### src/rtl/intc_pkg.sv
// Shared types and helpers for the interrupt controller: FSM encoding, vector defaults,
// index-width and vector-address functions.
package intc_pkg;

    typedef enum logic [1:0] {
        StIdle    = 2'd0,
        StReq     = 2'd1,
        StService = 2'd2
    } intc_state_e;

    localparam logic [7:0]  DefVecBase   = 8'hF0;
    localparam int unsigned DefVecStride = 4;

    function automatic int unsigned idx_w(int unsigned num_irq);
        return $clog2(num_irq);
    endfunction

    // Vector address wraps modulo 256.
    function automatic logic [7:0] vec_addr(logic [7:0] base, int unsigned stride,
                                            int unsigned idx);
        logic [31:0] sum;
        sum = 32'(base) + stride * idx;
        return sum[7:0];
    endfunction

endpackage

### src/rtl/intc_if.sv
// Interrupt interface between the controller (master) and the processor side (slave).
interface intc_if
    import intc_pkg::*;
#(
    parameter int unsigned NUM_IRQ = 4
);
    localparam int unsigned IdxW = idx_w(NUM_IRQ);

    logic [NUM_IRQ-1:0] irq_in;
    logic               mask_we;
    logic [NUM_IRQ-1:0] mask_wdata;
    logic               int_ack;
    logic               rti_signal;
    logic               interrupt_signal;
    logic [7:0]         interrupt_vector_addr;
    logic [IdxW-1:0]    active_irq;
    logic               in_service;
    logic [NUM_IRQ-1:0] pending_out;

    modport master (
        input  irq_in, mask_we, mask_wdata, int_ack, rti_signal,
        output interrupt_signal, interrupt_vector_addr, active_irq, in_service, pending_out
    );

    modport slave (
        output irq_in, mask_we, mask_wdata, int_ack, rti_signal,
        input  interrupt_signal, interrupt_vector_addr, active_irq, in_service, pending_out
    );

endinterface

### src/rtl/intc_priority_encoder.sv
// Fixed-priority encoder: reports whether any request is eligible and the lowest set index.
module intc_priority_encoder #(
    parameter int unsigned N    = 4,
    parameter int unsigned IdxW = 2
) (
    input  logic [N-1:0]    eligible_i,
    output logic            valid_o,
    output logic [IdxW-1:0] idx_o
);

    // Scan from the top so the lowest set index is the last one written.
    always_comb begin
        valid_o = 1'b0;
        idx_o   = '0;
        for (int i = int'(N) - 1; i >= 0; i--) begin
            if (eligible_i[i]) begin
                valid_o = 1'b1;
                idx_o   = IdxW'(i);
            end
        end
    end

endmodule

### src/rtl/interrupt_controller.sv
// Edge-latching, masked, fixed-priority, non-nesting interrupt requester toward the PC.
// Define INTC_SYNC_EN to insert a 2-flop synchronizer on irq_in ahead of edge detection.
module interrupt_controller
    import intc_pkg::*;
#(
    parameter int unsigned          NUM_IRQ    = 4,
    parameter logic [7:0]           VEC_BASE   = DefVecBase,
    parameter int unsigned          VEC_STRIDE = DefVecStride,
    parameter logic [NUM_IRQ-1:0]   MASK_RESET = '1
) (
    input logic   clk,
    input logic   reset,
    intc_if.master bus
);

    localparam int unsigned IdxW = idx_w(NUM_IRQ);

    intc_state_e        state_q, state_d;
    logic [NUM_IRQ-1:0] irq_src, irq_prev_q, rise, eligible;
    logic [NUM_IRQ-1:0] pending_q, pending_d, mask_q, mask_d;
    logic               int_q, int_d, in_svc_q, in_svc_d;
    logic [7:0]         vec_q, vec_d;
    logic [IdxW-1:0]    active_q, active_d, sel_idx;
    logic               sel_valid;

`ifdef INTC_SYNC_EN
    logic [NUM_IRQ-1:0] sync1_q, sync2_q;

    always_ff @(posedge clk or negedge reset) begin
        if (!reset) begin
            sync1_q <= '0;
            sync2_q <= '0;
        end else begin
            sync1_q <= bus.irq_in;
            sync2_q <= sync1_q;
        end
    end

    assign irq_src = sync2_q;
`else
    assign irq_src = bus.irq_in;
`endif

    // irq_prev resets to 0 so a line already high at reset release counts as one event.
    assign rise     = irq_src & ~irq_prev_q;
    assign eligible = pending_q & mask_q;

    intc_priority_encoder #(
        .N    (NUM_IRQ),
        .IdxW (IdxW)
    ) u_prio (
        .eligible_i (eligible),
        .valid_o    (sel_valid),
        .idx_o      (sel_idx)
    );

    always_comb begin
        state_d   = state_q;
        pending_d = pending_q;
        int_d     = int_q;
        vec_d     = vec_q;
        active_d  = active_q;
        in_svc_d  = in_svc_q;
        mask_d    = bus.mask_we ? bus.mask_wdata : mask_q;

        unique case (state_q)
            StIdle: begin
                if (sel_valid) begin
                    active_d = sel_idx;
                    vec_d    = vec_addr(VEC_BASE, VEC_STRIDE, 32'(sel_idx));
                    int_d    = 1'b1;
                    state_d  = StReq;
                end
            end
            StReq: begin
                // int_ack has priority over a coincident rti_signal.
                if (bus.int_ack) begin
                    pending_d[active_q] = 1'b0;
                    int_d               = 1'b0;
                    in_svc_d            = 1'b1;
                    state_d             = StService;
                end
            end
            StService: begin
                if (bus.rti_signal) begin
                    in_svc_d = 1'b0;
                    state_d  = StIdle;
                end
            end
            default: state_d = StIdle;
        endcase

        // A new edge wins over the acknowledge clear.
        pending_d = pending_d | rise;
    end

    always_ff @(posedge clk or negedge reset) begin
        if (!reset) begin
            state_q    <= StIdle;
            irq_prev_q <= '0;
            pending_q  <= '0;
            mask_q     <= MASK_RESET;
            int_q      <= 1'b0;
            vec_q      <= 8'h00;
            active_q   <= '0;
            in_svc_q   <= 1'b0;
        end else begin
            state_q    <= state_d;
            irq_prev_q <= irq_src;
            pending_q  <= pending_d;
            mask_q     <= mask_d;
            int_q      <= int_d;
            vec_q      <= vec_d;
            active_q   <= active_d;
            in_svc_q   <= in_svc_d;
        end
    end

    assign bus.interrupt_signal      = int_q;
    assign bus.interrupt_vector_addr = vec_q;
    assign bus.active_irq            = active_q;
    assign bus.in_service            = in_svc_q;
    assign bus.pending_out           = pending_q;

endmodule

### src/flat_wrapper.sv
// flat-port wrapper written by rule: the top's interface ports become plain ports
module interrupt_controller_flat import intc_pkg::*;
#(
    parameter int unsigned          NUM_IRQ    = 4,
    parameter logic [7:0]           VEC_BASE   = DefVecBase,
    parameter int unsigned          VEC_STRIDE = DefVecStride,
    parameter logic [NUM_IRQ-1:0]   MASK_RESET = '1
)
  (clk, reset, bus_irq_in, bus_mask_we, bus_mask_wdata, bus_int_ack, bus_rti_signal, bus_interrupt_signal, bus_interrupt_vector_addr, bus_active_irq, bus_in_service, bus_pending_out);
  intc_if #(.NUM_IRQ(NUM_IRQ)) bus_i ();
  input logic clk;
  input logic reset;
  input wire logic [$bits(bus_i.irq_in)-1:0] bus_irq_in;
  input wire logic [$bits(bus_i.mask_we)-1:0] bus_mask_we;
  input wire logic [$bits(bus_i.mask_wdata)-1:0] bus_mask_wdata;
  input wire logic [$bits(bus_i.int_ack)-1:0] bus_int_ack;
  input wire logic [$bits(bus_i.rti_signal)-1:0] bus_rti_signal;
  output wire logic [$bits(bus_i.interrupt_signal)-1:0] bus_interrupt_signal;
  output wire logic [$bits(bus_i.interrupt_vector_addr)-1:0] bus_interrupt_vector_addr;
  output wire logic [$bits(bus_i.active_irq)-1:0] bus_active_irq;
  output wire logic [$bits(bus_i.in_service)-1:0] bus_in_service;
  output wire logic [$bits(bus_i.pending_out)-1:0] bus_pending_out;
  assign bus_i.irq_in = bus_irq_in;
  assign bus_i.mask_we = bus_mask_we;
  assign bus_i.mask_wdata = bus_mask_wdata;
  assign bus_i.int_ack = bus_int_ack;
  assign bus_i.rti_signal = bus_rti_signal;
  assign bus_interrupt_signal = bus_i.interrupt_signal;
  assign bus_interrupt_vector_addr = bus_i.interrupt_vector_addr;
  assign bus_active_irq = bus_i.active_irq;
  assign bus_in_service = bus_i.in_service;
  assign bus_pending_out = bus_i.pending_out;
  interrupt_controller #(.NUM_IRQ(NUM_IRQ), .VEC_BASE(VEC_BASE), .VEC_STRIDE(VEC_STRIDE), .MASK_RESET(MASK_RESET)) u_core (.clk(clk), .reset(reset), .bus(bus_i));
endmodule
### config.mk
export PLATFORM = sky130hd
export DESIGN_NAME = interrupt_controller_flat
export DESIGN_NICKNAME = d
export VERILOG_FILES = /design/src/rtl/intc_pkg.sv /design/src/rtl/intc_if.sv /design/src/rtl/intc_priority_encoder.sv /design/src/rtl/interrupt_controller.sv /design/src/flat_wrapper.sv
export SDC_FILE = /design/constraint.sdc
export NUM_CORES = 1
export LEC_CHECK = 0
export ABC_AREA = 1
export BUFFER_PORTS_ARGS = -buffer_cell sky130_fd_sc_hd__buf_2
export CORE_ASPECT_RATIO = 0.7
export CORE_UTILIZATION = 34
export CTS_CLUSTER_DIAMETER = 200
export DETAILED_ROUTE_END_ITERATION = 10
export HOLD_SLACK_MARGIN = 0.08
export PLACE_DENSITY = 0.65
export SLEW_MARGIN = 20
export SYNTH_ARGS = -nofsm -noshare
export SYNTH_HDL_FRONTEND = slang
export SYNTH_SLANG_ARGS = --single-unit
### constraint.sdc
create_clock -name clk -period 3 [get_ports clk]
set_input_delay 0.3 -clock clk [delete_from_list [all_inputs] [get_ports clk]]
set_output_delay 0.3 -clock clk [all_outputs]
set_load 0.02 [all_outputs]
==> implementation parameters, run 1 <==
Parameter                              Value

Global route
  Antenna violations before repair    0
  Combined global-route utilization of all metal layers    a little over an eighth
  Pin count of the biggest net entering global routing    20
  Sum of overflow across all layers after global routing    0
  Vias in the first global route    558
  Wire length of the first global-routing pass    2380 µm

Finish
  Area growth, synth to finish    19.21%
  Filler cell count in the final layout    249
  Final nets    about 130
  Most common cell after layout, fill and taps aside    buf_2
  Ant. Diodes    0
  Most frequent cells in the layout    buf_2 (26), nand2_1 (23), dfrtp_1 (15)
  Fraction of layout instances using a drive strength above 1    37.84%

Critical path
  Setup crit start kind    flop
  Largest stage delay, worst path    450 ps
  Required time reported for the critical path endpoint    2700 ps
  CP max-delay cell    dfrtp_1
  Stages on the worst setup path    1
  Worst reg-to-reg path cell count    5
  Largest driver fanout on the critical path    6
  Critical path class    reg2out
  Crit-path cells    buf_2
  CP endpoint kind    output port
  Top cell family by delay on the critical path    flip-flops
  Bufs and invs on worst path    1
  Endpoint arrival time on the critical path    950 ps

Detailed routing
  Via count    601
  Remaining DRCs    0
  First-pass detailed-route iteration total    3
  Total Routed Length    between 1000 and 1500 µm
  Via-to-Cell Ratio    4.203
  Violation count after the first detailed-routing iteration    40
  Average wire per cell in the routed design    10.15 µm
  Count of nets left with antenna violations after detail routing    0

Floorplanning
  Initial core utilization    37.19%
  IO Count    29
  Height of the die    43.11 µm
  Cell row count    14
  Horiz. Die Dim    around 60 µm
  Area of the placeable core    ~0.0022 mm²
  Overall die area    0.002618 mm²

STA
  Setup repair after global routing missed its margin    no
  Final hold violation count    0
  Shortest clock period the worst path allows after layout    1248 ps
  Setup violators final    0
  Post-route setup TNS    0 ps
  Share of the clock period used by the worst path    around two fifths
  Layout Skew    6.022 ps
  Max Fclk    0.8015 GHz
  Count of pins over their slew limit    0

Place
  Count of buffers from port buffering    26
  Routability cong.    0.7808
  Placed wire-length estimate after detailed placement    between 1000 and 1500 µm

Clock network
  Bufs on Longest Clock Path    2
  Clock tree from TritonCTS    yes
  Clock edge transition at the registers on the reported setup and hold paths    roughly 100 ps
  Sink count of the clock tree    19
  Cts bufs inserted    3
  Clock network latency to the later pin of the worst-skew pair    300 ps
  Clock root buffer    clkbuf_4
  Buffers inserted by post-CTS timing repair    0
  Depth of the CTS H-tree    1

Yosys
  Top post-synthesis cells by area    dfrtp_1 (46%), dfstp_2 (13%), nand2_1 (11%)
  Area leader, netlist    dfrtp_1
  Synth warnings    0
  Post-Syn Area per Cell    9.544 µm²
  Number of storage elements in the synthesis netlist    19
  Cell count after synthesis    86
  Portion of synthesized cell area occupied by the leading cell type    between 40% and 50%
  Mapped cell area    820.8 µm²
  Unique masters post-synth    18
  Sequential cell area fraction in the yosys report    58.54%

Min path
  WHS Path Cells    1
  Worst Hold Class    in2reg

Outcome
  Result of the run    completed

Pwr
  Leak    slightly above 0.0005 µW
  IR drop worst, VDD    0.3391 mV
  Power density of the placed cells    852.2 mW/mm²
  Pwr Total    833.8 µW

Job
  Maximum Capacitance Violations    0
registers in the layout, summed over array words and instances (netlist names):
register,count
u_core.bus.interrupt_signal,1
u_core.bus.interrupt_vector_addr,2
u_core.irq_prev_q,4
u_core.state_q,2
u_core.mask_q,4
u_core.bus.in_service,1
u_core.bus.pending_out,4
u_core.bus.active_irq,1
logic make-up (layout without fill, tap and decap cells):
logic type | count (synthesis) | count (layout) | share of synthesized area, %
flops | 19 | 19 | 58.54
other cells | 1 | 2 | 0.4569
mux | 4 | 4 | 5.487
simple gates | 34 | 34 | 17.99
compound gates | 8 | 8 | 5.182
buf+inv | 20 | 44 | 12.35
where the power goes:
group	internal (µW)	total (µW)	switching [µW]
Combinational	112	326	214
Clock	51.8	127	74.8
Sequential	325	381	56.0
what timing repair did:
item	CTS	global route
endpoints found under the setup margin	0	0
gates resized for setup	0	0
hold buffers	1	0
hold endpoints to repair	15	0
per-stage QoR:
step           util (%)  setup WS [ps]  hold WS (ps)  instance area (µm²)  std cells
2_1_floorplan         -           1918         4.409                824.5         87
3_3_place_gp      42.69           1959         254.2                942.2        138
3_5_place_dp      42.69           1954         254.8                942.2        138
4_1_cts           44.33           1715         103.0                978.4        143
5_1_grt           44.33           1659         100.6                978.4        143
6_report          44.33           1752         120.3                978.4        143
final timing paths:
check | startpoint | to | slack, ps
max | u_core.bus.active_irq[0]$_DFFE_PN0P_ | bus_active_irq[0] | 1750
min | bus_irq_in[2] | u_core.irq_prev_q[2]$_DFF_PN0_ | 120
max reg2reg | u_core.bus.pending_out[3]$_DFF_PN0_ | u_core.bus.interrupt_vector_addr[6]$_DFFE_PN0P_ | 1930
min reg2reg | u_core.irq_prev_q[3]$_DFF_PN0_ | u_core.bus.pending_out[3]$_DFF_PN0_ | 410
max in group asynchronous | reset | u_core.mask_q[2]$_DFFE_PN1P_ | 2210
min in group asynchronous | reset | u_core.bus.pending_out[3]$_DFF_PN0_ | 460
per-layer routing:
layer / part of all wire [%] / GRT usage (%) / up-vias
li1: - / - / 303
met1: 49 / 15.88 / 272
met2: 43 / 20.22 / 21
met3: 6.5 / 6.402 / 5
met4: 1.4 / 4.091 / 0
met5: 0 / 0 / -
area by class of cell:
| class | instances | area, µm² | share of cell area (%) |
|---|---|---|---|
| Timing Repair Buffer | 27 | 140.1 | 14.32 |
| Inverter | 13 | 48.80 | 4.987 |
| Clock buffer | 4 | 26.28 | 2.685 |
| Tap cell | 32 | 40.04 | 4.092 |
| Multi-Input combinational cell | 48 | 242.7 | 24.81 |
| Sequential cell | 19 | 480.5 | 49.10 |
Yosys cell counts (all sizes together):
| cell type | count |
|---|---|
| a21oi | 1 |
| buf | 7 |
| conb | 1 |
| dfrtp | 15 |
| dfstp | 4 |
| inv | 13 |
| mux2 | 4 |
| nand2 | 24 |
| nand3 | 4 |
| nor2 | 5 |
| o21ai | 6 |
| o31ai | 1 |
| or2 | 1 |
Note: power is estimated with default switching activity, not from simulation.
==> inputs of run 2 (changes only) <==
--- a/config.mk
+++ b/config.mk
@@ -5,14 +5,14 @@
 export SDC_FILE = /design/constraint.sdc
 export NUM_CORES = 1
 export LEC_CHECK = 0
-export ABC_AREA = 1
+export ABC_AREA = 0
 export BUFFER_PORTS_ARGS = -buffer_cell sky130_fd_sc_hd__buf_2
 export CORE_ASPECT_RATIO = 0.7
 export CORE_UTILIZATION = 34
 export CTS_CLUSTER_DIAMETER = 200
 export DETAILED_ROUTE_END_ITERATION = 10
 export HOLD_SLACK_MARGIN = 0.08
-export PLACE_DENSITY = 0.65
+export PLACE_DENSITY = 0.67
 export SLEW_MARGIN = 20
 export SYNTH_ARGS = -nofsm -noshare
 export SYNTH_HDL_FRONTEND = slang
==> constraint.sdc (replaced) <==
create_clock -name clk -period 1.1 [get_ports clk]
set_input_delay 0.11 -clock clk [delete_from_list [all_inputs] [get_ports clk]]
set_output_delay 0.11 -clock clk [all_outputs]
set_load 0.02 [all_outputs]
==> implementation parameters, run 2 <==
Parameter                              Value

Global route
  Pin count of the biggest net entering global routing    20
  Vias in the first global route    651
  Sum of overflow across all layers after global routing    0
  Grt met2 use    23.48%
  GRT met1 Usage    roughly a fifth
  Wire length of the first global-routing pass    2829 µm
  Antenna violations before repair    0
  Global-route track usage on met3    6.269%
  Combined global-route utilization of all metal layers    15.39%
  Layer with the highest usage after global routing    met2

Place
  Setup Slack @ Placement    -23.44 ps
  Placed wire-length estimate after detailed placement    1252 µm
  Routability cong.    0.7586
  Count of buffers from port buffering    26

Clock network
  Clock edge transition at the registers on the reported setup and hold paths    approximately 110 ps
  Cts bufs inserted    3
  Clock network latency to the later pin of the worst-skew pair    300 ps
  Clock tree from TritonCTS    yes
  Bufs on Longest Clock Path    2
  Depth of the CTS H-tree    1
  Sink count of the clock tree    19
  Clock root buffer    clkbuf_4

Yosys
  Top post-synthesis cells by area    dfrtp_1 (45%), dfstp_2 (13%), buf_4 (7.2%)
  Synth warnings    0
  Mapped cell area    832.0 µm²
  Post-Syn Area per Cell    11.24 µm²
  Cell count after synthesis    74
  Top post-synthesis cells by count    dfrtp_1 (15), buf_4 (8), o21ai_0 (8)
  Dominant register cell in the synthesized netlist    dfrtp_1
  Sequential cell area fraction in the yosys report    57.74%
  Number of storage elements in the synthesis netlist    19
  Portion of synthesized cell area occupied by the leading cell type    45.11%
  Number of enable-type register cells in the synthesized netlist    0
  Area leader, netlist    dfrtp_1
  Most repeated cell in the gate-level netlist after synthesis    dfrtp_1
  Fraction of registers with async set/reset    100.0%
  Unique masters post-synth    24

Floorplanning
  Cell row count    14
  Overall die area    between 0.002 and 0.003 mm²
  Initial core utilization    between 30% and 40%
  Height of the die    around 43 µm
  IO Count    29
  Horiz. Die Dim    around 60 µm
  Area of the placeable core    0.002225 mm²

Critical path
  CP endpoint kind    output port
  Crit-path cells    buf_6, buf_6
  Top cell family by delay on the critical path    flip-flops
  Endpoint arrival time on the critical path    1020 ps
  Bufs and invs on worst path    2
  Critical path class    reg2out
  Setup crit start kind    flop
  Cell occurring most often along the worst timing path    buf_6
  CP max-delay cell    dfrtp_2
  Required time reported for the critical path endpoint    990 ps
  Largest stage delay, worst path    460 ps
  Largest driver fanout on the critical path    4

Finish
  Core utilization of the finished layout    between 50% and 60%
  Ant. Diodes    0
  Most common cell after layout, fill and taps aside    buf_2
  Most frequent cells in the layout    buf_2 (22), buf_4 (11), dfrtp_1 (10)
  Final nets    132
  Area growth, synth to finish    44.96%
  Fraction of layout instances using a drive strength above 1    52.54%

STA
  Count of pins over their slew limit    0
  Post-route setup TNS    -77.22 ps
  Final hold violation count    0
  Max Fclk    0.8882 GHz
  Worst Setup Slack, final    -25.84 ps
  Layout Skew    10.86 ps
  Shortest clock period the worst path allows after layout    between 1000 and 1500 ps
  Setup repair after global routing missed its margin    yes
  Setup violators final    5
  Share of the clock period used by the worst path    102.3%

Detailed routing
  First-pass detailed-route iteration total    4
  Average wire per cell in the routed design    12.52 µm
  Count of nets left with antenna violations after detail routing    0
  Via-to-Cell Ratio    4.747
  Violation count after the first detailed-routing iteration    25
  Remaining DRCs    0
  Via count    712
  Total Routed Length    1878 µm

Outcome
  Violated checks    setup timing
  Result of the run    finished with violations

Pwr
  IR drop worst, VDD    1.604 mV
  Power density of the placed cells    2402 mW/mm²
  Leak    0.0005393 µW

Min path
  Worst Hold Class    in2reg

Job
  Maximum Capacitance Violations    0
-- run 2: cell count changes after synthesis, sizes merged, moves of 2 or more --
cell and change:
buf +2, nor2 -3, nand2 -18, a21oi +4
o41ai +2, nand3 -3, o21ai +4, inv -7
-- run 2: layer usage --
layer / part of all wire (%) / vias to the layer above
met5: 0 / -
met4: 0.64 / 0
met3: 7.5 / 2
met2: 45 / 38
met1: 47 / 337
li1: - / 335
-- run 2: kinds of logic (layout without fill, tap and decap cells) --
family,count (synthesis),after routing,synth area share [%]
AO/OA/AOI/OAI,23,23,18.05
other,1,2,0.4507
buffers and inverters,15,58,11.28
AND/OR/NAND/NOR,12,12,7.069
multiplexers,4,4,5.413
flip-flops,19,19,57.74
-- run 2: final cells by class --
cell class / count / area (µm²)
clock buffer: 4 / 26.28
inverter: 6 / 22.52
multi-input combinational: 41 / 280.3
tap: 32 / 40.04
timing repair buffer: 48 / 350.3
fill: 211 / 1018
sequential: 19 / 486.7
-- run 2: metrics by stage --
step | cells | total power [µW] | instance area [µm²] | hold WS (ps)
floorplan | 75 | 1824 | 838.3 | -185.6
global placement | 132 | 2197 | 997.2 | 62.24
detailed placement | 132 | 2227 | 997.2 | 66.43
CTS | 147 | 2771 | 1169 | 106.7
global route | 150 | 3077 | 1206 | 117.2
finish | 150 | 2898 | 1206 | 98.93
-- run 2: worst paths after layout --
path | startpoint | endpoint | slack [ps] | cells after the start
min in group asynchronous | reset | u_core.state_q[1]$_DFFE_PN0P_ | 260 | 2
hold / removal | bus_rti_signal | u_core.state_q[1]$_DFFE_PN0P_ | 100 | 4
hold reg to reg | u_core.irq_prev_q[1]$_DFF_PN0_ | u_core.bus.pending_out[1]$_DFF_PN0_ | 420 | 1
max in group asynchronous | reset | u_core.bus.pending_out[3]$_DFF_PN0_ | 510 | 2
setup reg to reg | u_core.bus.pending_out[3]$_DFF_PN0_ | u_core.bus.interrupt_vector_addr[6]$_DFFE_PN0P_ | -20 | 3
setup / recovery | u_core.bus.interrupt_vector_addr[3]$_DFFE_PN0P_ | bus_active_irq[1] | -30 | 2
-- run 2: power by group --
part | total (µW) | switching [µW] | internal [µW]
logic | 1390 | 677 | 710
registers | 1160 | 244 | 917
clock network | 349 | 207 | 141
total | 2900 | 1130 | 1770
-- run 2: repair_timing --
| item | in CTS | in global routing |
|---|---|---|
| resized for setup | 12 | 7 |
| setup buffers | 2 | 3 |
| hold buffers | 9 | 0 |
| pin swaps | 2 | 4 |
| setup endpoints to repair | 9 | 12 |
| endpoints found under the hold margin | 31 | 0 |
-- run 2: worst reg2reg max path, stage by stage (launching register included) --
cell	delay [ps]
dfrtp_2	440
a22oi_2	230
a311oi_2	130
or2_1	220
==> inputs of run 3 (changes only) <==
==> constraint.sdc (replaced) <==
create_clock -name clk -period 1.1 [get_ports clk]
set_input_delay 0.11 -clock clk [delete_from_list [all_inputs] [get_ports clk]]
set_output_delay 0.11 -clock clk [all_outputs]
set_load 0.1 [all_outputs]
==> implementation parameters, run 3 (synthesis results as in run 2) <==
Parameter                              Value

Global route
  Global-route track usage on met3    under 10%
  Pin count of the biggest net entering global routing    20
  Sum of overflow across all layers after global routing    0
  Wire length of the first global-routing pass    approximately 3100 µm
  Combined global-route utilization of all metal layers    about 17%
  Vias in the first global route    714
  Antenna violations before repair    0
  Layer with the highest usage after global routing    met2
  Grt met2 use    around a quarter
  GRT met1 Usage    22.48%

Critical path
  Largest driver fanout on the critical path    3
  Required time reported for the critical path endpoint    990 ps
  Setup crit start kind    flop
  Critical path class    reg2out
  CP endpoint kind    output port
  Endpoint arrival time on the critical path    1110 ps

Pwr
  Power density of the placed cells    roughly 3200 mW/mm²
  Sw Ratio    between 40 and 50%
  Reported net switching power    2352 µW
  IR drop worst, VDD    2.357 mV
  Clk network pwr share    7.5%
  Cell-internal power    2489 µW
  Leak    0.0006677 µW
  Power share of the sequential group    24.9%
  Combinational cell fraction of total power    67.6%

STA
  Max Fclk    0.8168 GHz
  Worst Setup Slack, final    -124.3 ps
  Setup repair after global routing missed its margin    yes
  Setup violators final    17
  Final hold violation count    0
  Count of pins over their slew limit    0
  Layout Skew    8.522 ps
  Post-route setup TNS    -1238 ps
  Share of the clock period used by the worst path    111.3%
  Shortest clock period the worst path allows after layout    1224 ps

Finish
  Final nets    roughly 140
  Ant. Diodes    0
  Most common cell after layout, fill and taps aside    buf_12
  Area growth, synth to finish    80.15%
  Fraction of layout instances using a drive strength above 1    between 50% and 60%
  Most frequent cells in the layout    buf_12 (14), buf_2 (12), dlygate4sd3_1 (10)

Place
  Setup Slack @ Placement    -52.52 ps
  Placed wire-length estimate after detailed placement    1356 µm
  Count of buffers from port buffering    26
  Routability cong.    0.8643

Outcome
  Violated checks    setup timing
  Result of the run    finished with violations

Detailed routing
  Remaining DRCs    0
  Via-to-Cell Ratio    roughly 4.7
  Via count    727
  Average wire per cell in the routed design    12.01 µm
  First-pass detailed-route iteration total    4
  Violation count after the first detailed-routing iteration    11
  Count of nets left with antenna violations after detail routing    0
  Total Routed Length    1874 µm

Clock network
  Clock network latency to the later pin of the worst-skew pair    310 ps
  Clock edge transition at the registers on the reported setup and hold paths    110 ps
  Depth of the CTS H-tree    1
  Clock root buffer    clkbuf_4
  Cts bufs inserted    3
  Sink count of the clock tree    19
  Bufs on Longest Clock Path    2
  Clock tree from TritonCTS    yes

Floorplanning
  Height of the die    43.39 µm
  Cell row count    14
  Initial core utilization    37.40%
  Horiz. Die Dim    61.13 µm
  IO Count    29
  Area of the placeable core    0.002225 mm²
  Overall die area    0.002652 mm²

Job
  Maximum Capacitance Violations    0

Min path
  Worst Hold Class    in2reg
-- run 3: metrics by stage --
stage | total power [µW] | std cells | instance area (µm²) | util [%] | hold WS, ps
after floorplan | 2978 | 75 | 872.1 | - | -185.6
after global placement | 4070 | 136 | 1271 | 57.14 | 64.42
after detailed placement | 4106 | 136 | 1271 | 57.14 | 67.73
after CTS | 4754 | 154 | 1473 | 66.20 | 112.1
after global routing | 5066 | 156 | 1499 | 67.38 | 96.15
final | 4841 | 156 | 1499 | 67.38 | 111.0
-- run 3: final timing paths --
kind	start	slack, ps	cells after the start	end
max in group asynchronous	reset	510	2	u_core.bus.active_irq[0]$_DFFE_PN0P_
worst min register to register	u_core.irq_prev_q[1]$_DFF_PN0_	410	1	u_core.bus.pending_out[1]$_DFF_PN0_
worst max-delay path	u_core.bus.pending_out[1]$_DFF_PN0_	-120	2	bus_pending_out[1]
min in group asynchronous	reset	250	2	u_core.irq_prev_q[3]$_DFF_PN0_
worst min-delay path	bus_int_ack	110	3	u_core.state_q[0]$_DFFE_PN0P_
worst max register to register	u_core.bus.interrupt_vector_addr[3]$_DFFE_PN0P_	-80	3	u_core.bus.pending_out[1]$_DFF_PN0_
-- run 3: worst max-delay path: stages, from the launching register on --
cell and delay, ps:
dfrtp_4 520, buf_6 130, buf_12 150
-- run 3: routing by layer --
metal | up-vias | wire [µm]
met5 | - | 0
met4 | 0 | 32
met3 | 5 | 129
met2 | 30 | 876
met1 | 345 | 837
li1 | 347 | -
-- run 3: final cells by class --
cell class / count / area, µm²
clock inverters: 1 / 7.507
multi-input cells: 41 / 286.5
inverters: 6 / 22.52
fillers: 178 / 725.7
well taps: 32 / 40.04
flip-flops and latches: 19 / 510.5
clock buffers: 3 / 22.52
repair buffers: 54 / 609.3
-- run 3: power by group through the flow --
stage               Combinational, µW  Sequential (µW)  Clock (µW)
finish                           3270             1200         362
global route                     3420             1230         412
CTS                              3190             1190         375
detailed placement               2890             1220           0
global placement                 2870             1200           0
floorplan                         870             2110           0
-- run 3: what timing repair did --
item	CTS	global route
pin swaps	4	5
endpoints found under the hold margin	32	0
setup endpoints to repair	17	21
gates resized for setup	11	8
buffers inserted	4	2
hold buffers	10	0
